File: src/rtl/clock_pkg.sv
// ---------------------------------------------------------------------------
// clock_pkg: shared definitions for the digital clock mode/time-set controller.
//   - mode encodings (also the value driven on the mode output)
//   - blink_hide bit positions, button lane indices
//   - default timing constants (tick_1khz / tick_1hz periods)
//   - strobe bundle struct for the registered one-cycle outputs
// ---------------------------------------------------------------------------
package clock_pkg;

    typedef enum logic [1:0] {
        MODE_RUN      = 2'd0,
        MODE_SET_HOUR = 2'd1,
        MODE_SET_MIN  = 2'd2,
        MODE_SET_SEC  = 2'd3
    } mode_e;

    localparam int MODE_W  = 2;
    localparam int BLINK_W = 3;

    // blink_hide bit positions
    localparam int BLINK_HOUR = 2;
    localparam int BLINK_MIN  = 1;
    localparam int BLINK_SEC  = 0;

    // button lanes
    localparam int NUM_BTN  = 2;
    localparam int BTN_MODE = 0;
    localparam int BTN_INC  = 1;

    // default timing, in tick_1khz periods unless noted
    localparam int DEF_DEB_MS          = 20;
    localparam int DEF_REPEAT_DELAY_MS = 500;
    localparam int DEF_REPEAT_RATE_MS  = 100;
    localparam int DEF_BLINK_HALF_MS   = 250;
    localparam int DEF_TIMEOUT_S       = 30;   // tick_1hz periods

    typedef struct packed {
        logic sec_tick;
        logic hour_inc;
        logic min_inc;
        logic sec_clr;
    } strobe_t;

    function automatic int max_int(input int a, input int b);
        return (a > b) ? a : b;
    endfunction

endpackage

File: src/rtl/clock_set_ctrl_if.sv
// ---------------------------------------------------------------------------
// clock_set_ctrl_if: timebase/button inputs and time-counter control outputs
// of the mode/time-set controller.
//   master : environment side (drives ticks and buttons, observes strobes)
//   slave  : controller side
// Signals: tick_1khz, tick_1hz, btn_mode, btn_inc (to controller);
//          sec_tick, hour_inc, min_inc, sec_clr, mode[1:0], blink_hide[2:0]
// ---------------------------------------------------------------------------
interface clock_set_ctrl_if;
    import clock_pkg::*;

    logic               tick_1khz;
    logic               tick_1hz;
    logic               btn_mode;
    logic               btn_inc;
    logic               sec_tick;
    logic               hour_inc;
    logic               min_inc;
    logic               sec_clr;
    logic [MODE_W-1:0]  mode;
    logic [BLINK_W-1:0] blink_hide;

    modport master (
        output tick_1khz, tick_1hz, btn_mode, btn_inc,
        input  sec_tick, hour_inc, min_inc, sec_clr, mode, blink_hide
    );

    modport slave (
        input  tick_1khz, tick_1hz, btn_mode, btn_inc,
        output sec_tick, hour_inc, min_inc, sec_clr, mode, blink_hide
    );

endinterface

File: src/rtl/clock_set_ctrl_btn_debounce.sv
// ---------------------------------------------------------------------------
// btn_debounce: one button lane.
//   2-FF synchroniser -> debounce counter on tick -> rising-edge press pulse.
// Ports:
//   CP, CR  clock, async active-high reset
//   tick    1-cycle enable (1 kHz) that paces the debounce counter
//   raw     asynchronous button level, 1 = pressed
//   level   debounced level
//   press   one-cycle pulse on debounced 0->1
// ---------------------------------------------------------------------------
module btn_debounce
    import clock_pkg::*;
#(
    parameter int DEB_MS = DEF_DEB_MS
)(
    input  logic CP,
    input  logic CR,
    input  logic tick,
    input  logic raw,
    output logic level,
    output logic press
);
    localparam int CW = $clog2(DEB_MS + 1);
    localparam logic [CW-1:0] CNT_LAST = CW'(DEB_MS - 1);

    logic [1:0]    sync;
    logic          level_q;
    logic [CW-1:0] cnt;

    always_ff @(posedge CP or posedge CR) begin
        if (CR) begin
            sync    <= 2'b00;
            level   <= 1'b0;
            level_q <= 1'b0;
            cnt     <= '0;
        end else begin
            sync    <= {sync[0], raw};
            level_q <= level;
            if (tick) begin
                if (sync[1] != level) begin
                    // DEB_MS-th consecutive mismatching tick commits the new level
                    if (cnt == CNT_LAST) begin
                        level <= sync[1];
                        cnt   <= '0;
                    end else begin
                        cnt <= cnt + 1'b1;
                    end
                end else begin
                    cnt <= '0;
                end
            end
        end
    end

    assign press = level & ~level_q;

endmodule

File: src/rtl/clock_set_ctrl.sv
// ---------------------------------------------------------------------------
// clock_set_ctrl: mode and time-set controller for the digital clock.
// Sits between the timebase divider and the hour/min/sec counters.
// Ports:
//   CP   system clock
//   CR   async active-high reset
//   bus  clock_set_ctrl_if.slave
//        in : tick_1khz, tick_1hz (1-cycle enables), btn_mode, btn_inc (raw)
//        out: sec_tick, hour_inc, min_inc, sec_clr (1-cycle strobes),
//             mode (RUN/SET_HOUR/SET_MIN/SET_SEC), blink_hide[2:0]
// Behaviour summary: MODE presses step RUN->HOUR->MIN->SEC->RUN; INC presses
// and auto-repeat issue the strobe for the field being set; idle set states
// fall back to RUN after TIMEOUT_S seconds; the field being set blinks.
// ---------------------------------------------------------------------------
module clock_set_ctrl
    import clock_pkg::*;
#(
    parameter int DEB_MS          = DEF_DEB_MS,
    parameter int REPEAT_DELAY_MS = DEF_REPEAT_DELAY_MS,
    parameter int REPEAT_RATE_MS  = DEF_REPEAT_RATE_MS,
    parameter int BLINK_HALF_MS   = DEF_BLINK_HALF_MS,
    parameter int TIMEOUT_S       = DEF_TIMEOUT_S
)(
    input  logic          CP,
    input  logic          CR,
    clock_set_ctrl_if.slave bus
);
    localparam int HOLD_MAX = max_int(REPEAT_DELAY_MS, REPEAT_RATE_MS);
    localparam int HW = $clog2(HOLD_MAX + 1);
    localparam int BW = $clog2(BLINK_HALF_MS + 1);
    localparam int TW = $clog2(TIMEOUT_S + 1);

    localparam logic [HW-1:0] DELAY_LAST = HW'(REPEAT_DELAY_MS - 1);
    localparam logic [HW-1:0] RATE_LAST  = HW'(REPEAT_RATE_MS - 1);
    localparam logic [HW-1:0] HOLD_TOP   = HW'(HOLD_MAX);
    localparam logic [BW-1:0] BLINK_LAST = BW'(BLINK_HALF_MS - 1);
    localparam logic [TW-1:0] TO_LAST    = TW'(TIMEOUT_S - 1);

    // ---------------- button lanes ----------------
    logic [NUM_BTN-1:0] btn_raw, btn_lvl, btn_prs;

    assign btn_raw[BTN_MODE] = bus.btn_mode;
    assign btn_raw[BTN_INC]  = bus.btn_inc;

    generate
        for (genvar g = 0; g < NUM_BTN; g++) begin : g_btn
            btn_debounce #(.DEB_MS(DEB_MS)) u_deb (
                .CP    (CP),
                .CR    (CR),
                .tick  (bus.tick_1khz),
                .raw   (btn_raw[g]),
                .level (btn_lvl[g]),
                .press (btn_prs[g])
            );
        end
    endgenerate

    // MODE only acts on its press pulse; its debounced level has no consumer.
    logic unused_mode_lvl;
    assign unused_mode_lvl = btn_lvl[BTN_MODE];

    logic mode_ev, inc_ev, inc_lvl;
    assign mode_ev = btn_prs[BTN_MODE];
    assign inc_ev  = btn_prs[BTN_INC];
    assign inc_lvl = btn_lvl[BTN_INC];

    // ---------------- state / counters ----------------
    mode_e         state_q, state_d;
    logic [HW-1:0] hold_cnt;
    logic          rep_on;      // past the initial delay, now on the repeat rate
    logic [BW-1:0] blink_cnt;
    logic          hide;
    logic [TW-1:0] to_cnt;
    strobe_t       stb_q, stb_d;

    logic in_set, rep_fire, timeout, fire, state_chg;

    always_comb begin
        state_d = state_q;
        stb_d   = '0;
        in_set  = (state_q != MODE_RUN);

        rep_fire = bus.tick_1khz && in_set && inc_lvl &&
                   (hold_cnt == (rep_on ? RATE_LAST : DELAY_LAST));
        timeout  = bus.tick_1hz && in_set && (to_cnt == TO_LAST);
        // MODE wins over INC; a forced return to RUN issues no strobe
        fire     = ((inc_ev && in_set) || rep_fire) && !mode_ev && !timeout;

        if (mode_ev) begin
            unique case (state_q)
                MODE_RUN:      state_d = MODE_SET_HOUR;
                MODE_SET_HOUR: state_d = MODE_SET_MIN;
                MODE_SET_MIN:  state_d = MODE_SET_SEC;
                MODE_SET_SEC:  state_d = MODE_RUN;
                default:       state_d = MODE_RUN;
            endcase
        end else if (timeout) begin
            state_d = MODE_RUN;
        end

        state_chg = (state_d != state_q);

        // seconds keep running except while the seconds field is being set
        stb_d.sec_tick = bus.tick_1hz && (state_q != MODE_SET_SEC);
        stb_d.hour_inc = fire && (state_q == MODE_SET_HOUR);
        stb_d.min_inc  = fire && (state_q == MODE_SET_MIN);
        stb_d.sec_clr  = fire && (state_q == MODE_SET_SEC);
    end

    always_ff @(posedge CP or posedge CR) begin
        if (CR) begin
            state_q <= MODE_RUN;
            stb_q   <= '0;
        end else begin
            state_q <= state_d;
            stb_q   <= stb_d;
        end
    end

    // auto-repeat hold counter: ticks since press, then since last repeat
    always_ff @(posedge CP or posedge CR) begin
        if (CR) begin
            hold_cnt <= '0;
            rep_on   <= 1'b0;
        end else if (!in_set || !inc_lvl || mode_ev || state_chg) begin
            hold_cnt <= '0;
            rep_on   <= 1'b0;
        end else if (rep_fire) begin
            hold_cnt <= '0;
            rep_on   <= 1'b1;
        end else if (bus.tick_1khz && hold_cnt != HOLD_TOP) begin
            hold_cnt <= hold_cnt + 1'b1;
        end
    end

    // inactivity timeout in set states, seconds since last user activity
    always_ff @(posedge CP or posedge CR) begin
        if (CR) begin
            to_cnt <= '0;
        end else if (!in_set || mode_ev || inc_ev || rep_fire) begin
            to_cnt <= '0;
        end else if (bus.tick_1hz && to_cnt != TO_LAST) begin
            to_cnt <= to_cnt + 1'b1;
        end
    end

    // blink phase: restart visible on state entry and on every strobe so the
    // user sees the new value immediately
    always_ff @(posedge CP or posedge CR) begin
        if (CR) begin
            blink_cnt <= '0;
            hide      <= 1'b0;
        end else if (!in_set || state_chg || fire) begin
            blink_cnt <= '0;
            hide      <= 1'b0;
        end else if (bus.tick_1khz) begin
            if (blink_cnt == BLINK_LAST) begin
                blink_cnt <= '0;
                hide      <= ~hide;
            end else begin
                blink_cnt <= blink_cnt + 1'b1;
            end
        end
    end

    // ---------------- outputs ----------------
    logic [BLINK_W-1:0] blink;

    always_comb begin
        blink = '0;
        unique case (state_q)
            MODE_SET_HOUR: blink[BLINK_HOUR] = hide;
            MODE_SET_MIN:  blink[BLINK_MIN]  = hide;
            MODE_SET_SEC:  blink[BLINK_SEC]  = hide;
            default:       blink = '0;
        endcase
    end

    assign bus.sec_tick   = stb_q.sec_tick;
    assign bus.hour_inc   = stb_q.hour_inc;
    assign bus.min_inc    = stb_q.min_inc;
    assign bus.sec_clr    = stb_q.sec_clr;
    assign bus.mode       = state_q;
    assign bus.blink_hide = blink;

endmodule
File: src/flat_wrapper.sv
// flat-port wrapper written by rule: the top's interface ports become plain ports
module clock_set_ctrl_flat import clock_pkg::*;
#(
    parameter int DEB_MS          = DEF_DEB_MS,
    parameter int REPEAT_DELAY_MS = DEF_REPEAT_DELAY_MS,
    parameter int REPEAT_RATE_MS  = DEF_REPEAT_RATE_MS,
    parameter int BLINK_HALF_MS   = DEF_BLINK_HALF_MS,
    parameter int TIMEOUT_S       = DEF_TIMEOUT_S
)
  (CP, CR, bus_tick_1khz, bus_tick_1hz, bus_btn_mode, bus_btn_inc, bus_sec_tick, bus_hour_inc, bus_min_inc, bus_sec_clr, bus_mode, bus_blink_hide);
  clock_set_ctrl_if bus_i ();
  input  logic CP;
  input  logic CR;
  input wire logic [$bits(bus_i.tick_1khz)-1:0] bus_tick_1khz;
  input wire logic [$bits(bus_i.tick_1hz)-1:0] bus_tick_1hz;
  input wire logic [$bits(bus_i.btn_mode)-1:0] bus_btn_mode;
  input wire logic [$bits(bus_i.btn_inc)-1:0] bus_btn_inc;
  output wire logic [$bits(bus_i.sec_tick)-1:0] bus_sec_tick;
  output wire logic [$bits(bus_i.hour_inc)-1:0] bus_hour_inc;
  output wire logic [$bits(bus_i.min_inc)-1:0] bus_min_inc;
  output wire logic [$bits(bus_i.sec_clr)-1:0] bus_sec_clr;
  output wire logic [$bits(bus_i.mode)-1:0] bus_mode;
  output wire logic [$bits(bus_i.blink_hide)-1:0] bus_blink_hide;
  assign bus_i.tick_1khz = bus_tick_1khz;
  assign bus_i.tick_1hz = bus_tick_1hz;
  assign bus_i.btn_mode = bus_btn_mode;
  assign bus_i.btn_inc = bus_btn_inc;
  assign bus_sec_tick = bus_i.sec_tick;
  assign bus_hour_inc = bus_i.hour_inc;
  assign bus_min_inc = bus_i.min_inc;
  assign bus_sec_clr = bus_i.sec_clr;
  assign bus_mode = bus_i.mode;
  assign bus_blink_hide = bus_i.blink_hide;
  clock_set_ctrl #(.DEB_MS(DEB_MS), .REPEAT_DELAY_MS(REPEAT_DELAY_MS), .REPEAT_RATE_MS(REPEAT_RATE_MS), .BLINK_HALF_MS(BLINK_HALF_MS), .TIMEOUT_S(TIMEOUT_S)) u_core (.CP(CP), .CR(CR), .bus(bus_i));
endmodule
File: config.mk
export PLATFORM = sky130hd
export DESIGN_NAME = clock_set_ctrl_flat
export DESIGN_NICKNAME = d
export VERILOG_FILES = /design/src/rtl/clock_pkg.sv /design/src/rtl/clock_set_ctrl_if.sv /design/src/rtl/clock_set_ctrl_btn_debounce.sv /design/src/rtl/clock_set_ctrl.sv /design/src/flat_wrapper.sv
export SDC_FILE = /design/constraint.sdc
export NUM_CORES = 1
export LEC_CHECK = 0
export CAP_MARGIN = 5
export CORE_ASPECT_RATIO = 1.4
export CORE_MARGIN = 2
export CORE_UTILIZATION = 45
export DETAILED_ROUTE_END_ITERATION = 8
export MAX_ROUTING_LAYER = met4
export SLEW_MARGIN = 30
export SYNTH_ARGS = -nofsm -noshare
export SYNTH_HDL_FRONTEND = slang
export SYNTH_SLANG_ARGS = --single-unit
File: constraint.sdc
create_clock -name CP -period 4 [get_ports CP]
set_clock_uncertainty 0.2 [all_clocks]
set_input_delay 0.8 -clock CP [delete_from_list [all_inputs] [get_ports CP]]
set_output_delay 0.8 -clock CP [all_outputs]
set_load 0.02 [all_outputs]
; ---- Word level (Yosys, flattened, before mapping)
; Cells that the tools add are included.
[totals]
regBits = 48
in_bits = 6
output_inout_bits = 9
wordCells = 103
[op_classes]
addsub = 5
eq_ne = 14
mux = 24
bitwise_logic = 5
reduce_logical = 37
[ops]
columns = cell, n
row1 = 9-bit 2-to-1 mux, 4
row2 = 5-bit 2-to-1 mux, 6
row3 = 8-bit 2-to-1 mux, 3
row4 = 5-bit by 1-bit adder with 5-bit output (second input constant), 3
row5 = 5-bit equality test (second input constant), 3
row6 = 1-bit logical AND, 14
row7 = 2-bit nonzero test, 5
row8 = 9-bit by 1-bit adder with 9-bit output (second input constant), 1
row9 = 9-bit equality test, 1
row10 = 1-bit logical OR, 9
row11 = 9-bit != test (second input constant), 1
row12 = 8-bit by 1-bit adder with 8-bit output (second input constant), 1
row13 = 8-bit equality test (second input constant), 1
row14 = 1-bit 2-to-1 mux, 8
row15 = 2-bit one-hot mux with 4 select lines, 1
row16 = 3-bit AND reduction, 2
row17 = 5-bit != test (second input constant), 1
row18 = 2-bit equality test (second input constant), 2
row19 = 1-bit zero test, 4
row20 = 2-bit 2-to-1 mux, 2
row21 = 1-bit inverter, 3
row22 = 3-bit nonzero test, 1
row23 = 1-bit bitwise AND, 2
row24 = 2-bit by 1-bit equality test with 1-bit output (second input constant), 1
row25 = other kinds (5), 6

; ---- Longest topological paths before layout
[logic_depth]
word_depth = 10
depth_mapped = 7
depth_no_buf = 6

; ---- Hierarchy
; From an unflattened synthesis, not the netlist that was laid out.
[hier_totals]
hier_cells = 259
hier_area_um2 = 2625.0
[by_module_without_submodules]
columns = mod, instances, cells_per_inst, area_per_inst_um2, seq_area_each_um2
row1 = clock_set_ctrl, 1, 183, 1741.7, 750.7
row2 = btn_debounce, 2, 38, 441.7, 225.2

; ---- Least setup slack after synthesis
; No wires, ideal clock.
[synth_timing]
kind = reg-to-reg
startpoint = register u_core.state_q[0] (netlist: u_core.bus.mode[0])
endpoint = register u_core.blink_cnt[1]
setup_ns = 0.151
arrival_ns = 2.123
t_required_ns = 3.649
slack_ns = 1.526
stages_incl_launch_ff = 8
n_path_buf = 1
period_less_slack_ns = 2.474
path_cell_list = dfrtp_1 > inv_1 > ha_1 > or4b_4 > or3_4 > a21boi_4 > buf_6 > nor4_1
[synth_via]
elab_chain_len = 9
word_cells_on_any_way = 24
classes_between = eq/ne (4) / mux (4) / reduce/logical (16)
[synth_rtl]
columns = element, line
row1 = "start, declared", clock_set_ctrl.sv:68  ; mode_e state_q, state_d;
row2 = "start signal, assigned", clock_set_ctrl.sv:115  ; state_q <= state_d;
row3 = branches (longest 7 deep; another with 2-bit one-hot mux with 4 select lines), -
row4 = 1-bit logical OR *, clock_set_ctrl.sv:153  ; end else if (!in_set || state_chg || fire) begin
row5 = 8-bit 2-to-1 mux or 2-bit nonzero test (tied branches), -
row6 = "end signal, assigned", clock_set_ctrl.sv:161  ; blink_cnt <= blink_cnt + 1'b1;
row7 = "end, declared", clock_set_ctrl.sv:71  ; logic [BW-1:0] blink_cnt;
; Every way passes the cells marked *.
; A chain may end at the register's enable or synchronous reset.

; ---- Final worst setup path
[layout_timing]
startpoint = register u_core.state_q[0] (netlist: u_core.bus.mode[0])
endpoint = output port bus_blink_hide[1]
[layout_via]
elab_chain_len = 2
[layout_rtl]
columns = element, line
row1 = 2-bit equality test, clock_set_ctrl.sv:171  ; unique case (state_q)
row2 = 1-bit 2-to-1 mux, clock_set_ctrl.sv:171
row3 = "end, declared", flat_wrapper.sv:23  ; output wire logic [$bits(bus_i.blink_hide)-1:0] bus_blink_hide;
; No other way between the ends.

==> flow_results.xml <==
<?xml version="1.0" encoding="UTF-8"?>
<metrics>
  <group name="worst_setup_path">
    <metric name="worst-r2r-cell-count" unit="">6</metric>
    <metric name="crit_path_start" unit="">u_core.bus.mode[0]</metric>
    <metric name="worstSetupPathDepth" unit="">4</metric>
    <metric name="reg2reg_slack" unit="ps">1470</metric>
    <metric name="critical-path-top-delay-family" unit="">buffers and inverters</metric>
    <metric name="timing.setup.critical_path_class" unit="">reg -&gt; out</metric>
    <metric name="critical_path.endpoint" unit="">bus_blink_hide[1]</metric>
    <metric name="worstSetupEndpointType" unit="">output port</metric>
    <metric name="r2r-end" unit="">u_core.blink_cnt[0]</metric>
    <metric name="cp_slowest_cell" unit="">clkdlybuf4s50_1</metric>
    <metric name="critical_path.n_buffers_inverters" unit="">2</metric>
    <metric name="critical_path_peak_fanout" unit="">5</metric>
    <metric name="rr_startpoint" unit="">u_core.bus.mode[0]</metric>
    <metric name="cp.arrival" unit="ps">1920</metric>
    <metric name="timing.critical_path.cells" unit="">inv_1, ha_1, and2_1, clkdlybuf4s50_1</metric>
    <metric name="critPathMaxStageDelay" unit="ps">590</metric>
    <metric name="worst_setup_path_start_kind" unit="">flip-flop</metric>
    <metric name="data_required_time_at_the_worst_endpoint" unit="ps">3000</metric>
  </group>
  <group name="synth">
    <metric name="synthCells" unit="">249</metric>
    <metric name="synthesis.area" unit="um^2">2560</metric>
    <metric name="synth_cell_types" unit="">57</metric>
    <metric name="async_flop_share" unit="%">100</metric>
    <metric name="synth_top_cell_by_area" unit="">dfrtp_1</metric>
    <metric name="net_count_after_synthesis" unit="">267</metric>
    <metric name="synth.yosys.warnings" unit="">0</metric>
    <metric name="synth_largest_type_area_fraction" unit="%">46.9</metric>
    <metric name="synth_enable_flop_cells" unit="">0</metric>
    <metric name="sequential_to_total_area_share_from_yosys_stat" unit="%">46.9</metric>
    <metric name="synth_area_leaders" unit="">dfrtp_1, ha_1, xor2_1</metric>
    <metric name="postSynthRegisterBits" unit="">48</metric>
    <metric name="post_synth.cell_area_avg" unit="um^2">10.3</metric>
    <metric name="postSynth.topFlopCell" unit="">dfrtp_1</metric>
  </group>
  <group name="global_route">
    <metric name="grt_pass1_wl" unit="mm">8.41</metric>
    <metric name="grt.total_usage" unit="%">17.7</metric>
    <metric name="grt_antenna_before_repair" unit="">0</metric>
    <metric name="grt_pass1_vias" unit="">1815</metric>
    <metric name="grt-ovfl-total" unit="">0</metric>
    <metric name="grt_start_max_net_pins" unit="">49</metric>
  </group>
  <group name="power">
    <metric name="powerDensity" unit="nW/um^2">484</metric>
    <metric name="peakVddDrop" unit="uV">243</metric>
    <metric name="power.leakage" unit="uW">0.00125</metric>
  </group>
  <group name="clocking">
    <metric name="cts_post_setup_buffers_inserted" unit="">0</metric>
    <metric name="post_cts.resized_instances" unit="">0</metric>
    <metric name="cts_root_buffer" unit="">clkbuf_8</metric>
    <metric name="tritoncts" unit="">done</metric>
    <metric name="clock_sink_count" unit="">48</metric>
    <metric name="clock_tree.buffer_depth" unit="">2</metric>
    <metric name="clk_latency" unit="ps">300</metric>
    <metric name="cts_inserted_buffers" unit="">5</metric>
    <metric name="hold_buffers" unit="">0</metric>
    <metric name="cts-htree-levels" unit="">2</metric>
    <metric name="clk_pin_slew_worst_paths" unit="ps">90</metric>
  </group>
  <group name="place">
    <metric name="dpl.hpwl" unit="mm">3.28</metric>
    <metric name="place.gp.congestion" unit="">0.774</metric>
    <metric name="placement.io_buffers" unit="">14</metric>
    <metric name="placedCellCount" unit="">326</metric>
  </group>
  <group name="min_path">
    <metric name="hp-class" unit="">reg -&gt; reg</metric>
    <metric name="hold-path-cell-count" unit="">0</metric>
  </group>
  <group name="cells_and_area">
    <metric name="design.final.nets" unit="">283</metric>
    <metric name="synthToLayoutAreaGrowth" unit="%">12.6</metric>
    <metric name="fill_cells" unit="">509</metric>
    <metric name="drive_above_1_share" unit="%">7.89</metric>
    <metric name="fin_cells" unit="">334</metric>
    <metric name="antenna_cells" unit="">0</metric>
  </group>
  <group name="floorplan">
    <metric name="design.core.area" unit="um^2">5490</metric>
    <metric name="ioPinCount" unit="">15</metric>
    <metric name="row_count" unit="">32</metric>
    <metric name="die_width" unit="um">67.7</metric>
    <metric name="dieHeight" unit="um">93.2</metric>
    <metric name="start_util" unit="%">46.6</metric>
    <metric name="die-area" unit="um^2">6310</metric>
  </group>
  <group name="sta">
    <metric name="max_slew.worst_pin.slew" unit="ps">654</metric>
    <metric name="timing.slew.headroom" unit="%">56.3</metric>
    <metric name="timing.hold.ws" unit="ps">161</metric>
    <metric name="layout_worst_path_cycle_share" unit="%">73.1</metric>
    <metric name="rsz0062_at_grt" unit="">no</metric>
    <metric name="timing.final.max_slew_violations" unit="">0</metric>
    <metric name="setup_viol" unit="">0</metric>
    <metric name="final_hold_violation_count" unit="">0</metric>
    <metric name="fmax" unit="MHz">342</metric>
    <metric name="finalCriticalPeriod" unit="ps">2920</metric>
    <metric name="final.setup.tns" unit="ps">0</metric>
  </group>
  <group name="routing">
    <metric name="detail_route.wirelength" unit="mm">4.76</metric>
    <metric name="antenna_violating_nets_post_route" unit="">0</metric>
    <metric name="remaining_design_rule_violation_count" unit="">0</metric>
    <metric name="drt-vias-per-instance" unit="">5.70</metric>
    <metric name="drt-initial-drc-count" unit="">100</metric>
    <metric name="route.vias.total" unit="">1904</metric>
    <metric name="drt-pass1-iter-count" unit="">5</metric>
    <metric name="wl_per_cell" unit="um">14.2</metric>
  </group>
  <group name="job">
    <metric name="drv.max_cap_violation_count" unit="">0</metric>
  </group>
  <group name="status">
    <metric name="run_status" unit="">finished clean</metric>
  </group>
</metrics>
metrics by stage:
| step | power, uW | setup WS (ps) | util (%) | instance area (um^2) |
|---|---|---|---|---|
| after global placement | 1050 | 864 | 50.5 | 2770 |
| after floorplan | 940 | 1530 | - | 2560 |
| after detailed placement | 1060 | 829 | 50.5 | 2770 |
| after global routing | 1490 | 970 | 52.5 | 2880 |
| final | 1390 | 1080 | 52.5 | 2880 |
| after CTS | 1410 | 1050 | 52.5 | 2880 |
sequential cells by signal, indices dropped and copies added (netlist names):
name and flops:
u_core.hold_cnt 9, u_core.hide 1, u_core.bus.min_inc 1, u_core.rep_on 1, u_core.g_btn.u_deb.level 2, u_core.g_btn.u_deb.level_q 2
u_core.blink_cnt 8, u_core.bus.sec_tick 1, u_core.g_btn.u_deb.cnt 10, u_core.bus.sec_clr 1, u_core.bus.mode 2, u_core.g_btn.u_deb.sync 4
u_core.to_cnt 5, u_core.bus.hour_inc 1
worst min-delay path by stage:
stage / start / endpoint / slack [ps]
after floorplan: u_core.g_btn[0].u_deb.sync[0] / u_core.g_btn[0].u_deb.sync[1] / 130
final: u_core.g_btn[1].u_deb.sync[0] / u_core.g_btn[1].u_deb.sync[1] / 160
after global placement: u_core.g_btn[1].u_deb.sync[0] / u_core.g_btn[1].u_deb.sync[1] / 130
after CTS: u_core.g_btn[1].u_deb.sync[0] / u_core.g_btn[1].u_deb.sync[1] / 170
after global routing: u_core.g_btn[1].u_deb.sync[0] / u_core.g_btn[1].u_deb.sync[1] / 180
after detailed placement: u_core.g_btn[1].u_deb.sync[0] / u_core.g_btn[1].u_deb.sync[1] / 140
cells in the mapped netlist, types with 2 or more instances:
library cell   n
nor4_1         8
a22oi_1        3
and3_1         5
and4_1         2
buf_1          2
xor2_1         9
nor3_1        13
mux2_2         2
and4b_1        2
nand4_1        8
a21oi_1        3
ha_1          12
nand2_1       20
and2_1         8
a211oi_1       2
a311oi_1       2
mux2i_1        3
clkbuf_1       4
nor2b_1        5
or3_1          2
a21o_1         3
nand3_1        9
nand2b_1       3
o21ai_0        6
o31ai_1        2
nor2_1        14
a31oi_1        3
inv_1          7
dfrtp_1       48
xnor2_1        8
o2bb2ai_1      3
nor3b_1        3
cell families (layout without fill, tap and decap cells):
logic type	Yosys count	count (layout)	share of synthesized area [%]
simple gates	111	111	24.4
flops	48	48	46.9
compound gates	40	40	12.2
xor+xnor	17	17	5.82
buf+inv	16	33	2.69
fa+ha+maj	12	12	5.87
mux	5	5	2.05
power breakdown:
part / internal, uW / switching, uW / leakage (uW)
sequential: 573 / 113 / 0.000627
clock: 185 / 164 / 0.0000541
combinational: 167 / 193 / 0.000565
total: 925 / 470 / 0.00125
layer usage:
metal | vias up | routed length (um) | share of wire, % | track usage, %
li1 | 943 | - | - | -
met1 | 924 | 2190 | 46 | 21.5
met5 | - | 0 | 0 | -
met3 | 7 | 109 | 2.3 | 2.89
met4 | 0 | 78 | 1.6 | 6.63
met2 | 30 | 2380 | 50 | 29.2
layout by cell type (no fill, tap or decap), drive strengths merged, types with 5 or more instances in the layout:
cell type and instances:
inv 7, and3 5, clkbuf 5, nor2b 5, ha 12, dfrtp 48, clkdlybuf4s50 14, and2 8
xnor2 8, nor3 13, nand3 9, nor2 14, nand4 8, xor2 9, nor4 8, nand2 21
o21ai 6
final cells by class:
cell class | count | area [um^2] | area share, %
Sequential cell | 48 | 1200 | 41.7
Multi-Input combinational cell | 185 | 1290 | 44.7
Timing Repair Buffer | 17 | 163 | 5.64
Tap cell | 68 | 85.1 | 2.95
Clock buffer | 5 | 68.8 | 2.39
Inverter | 8 | 32.5 | 1.13
Clock inverter | 3 | 42.5 | 1.48
Note: power is estimated with default switching activity, not from simulation.
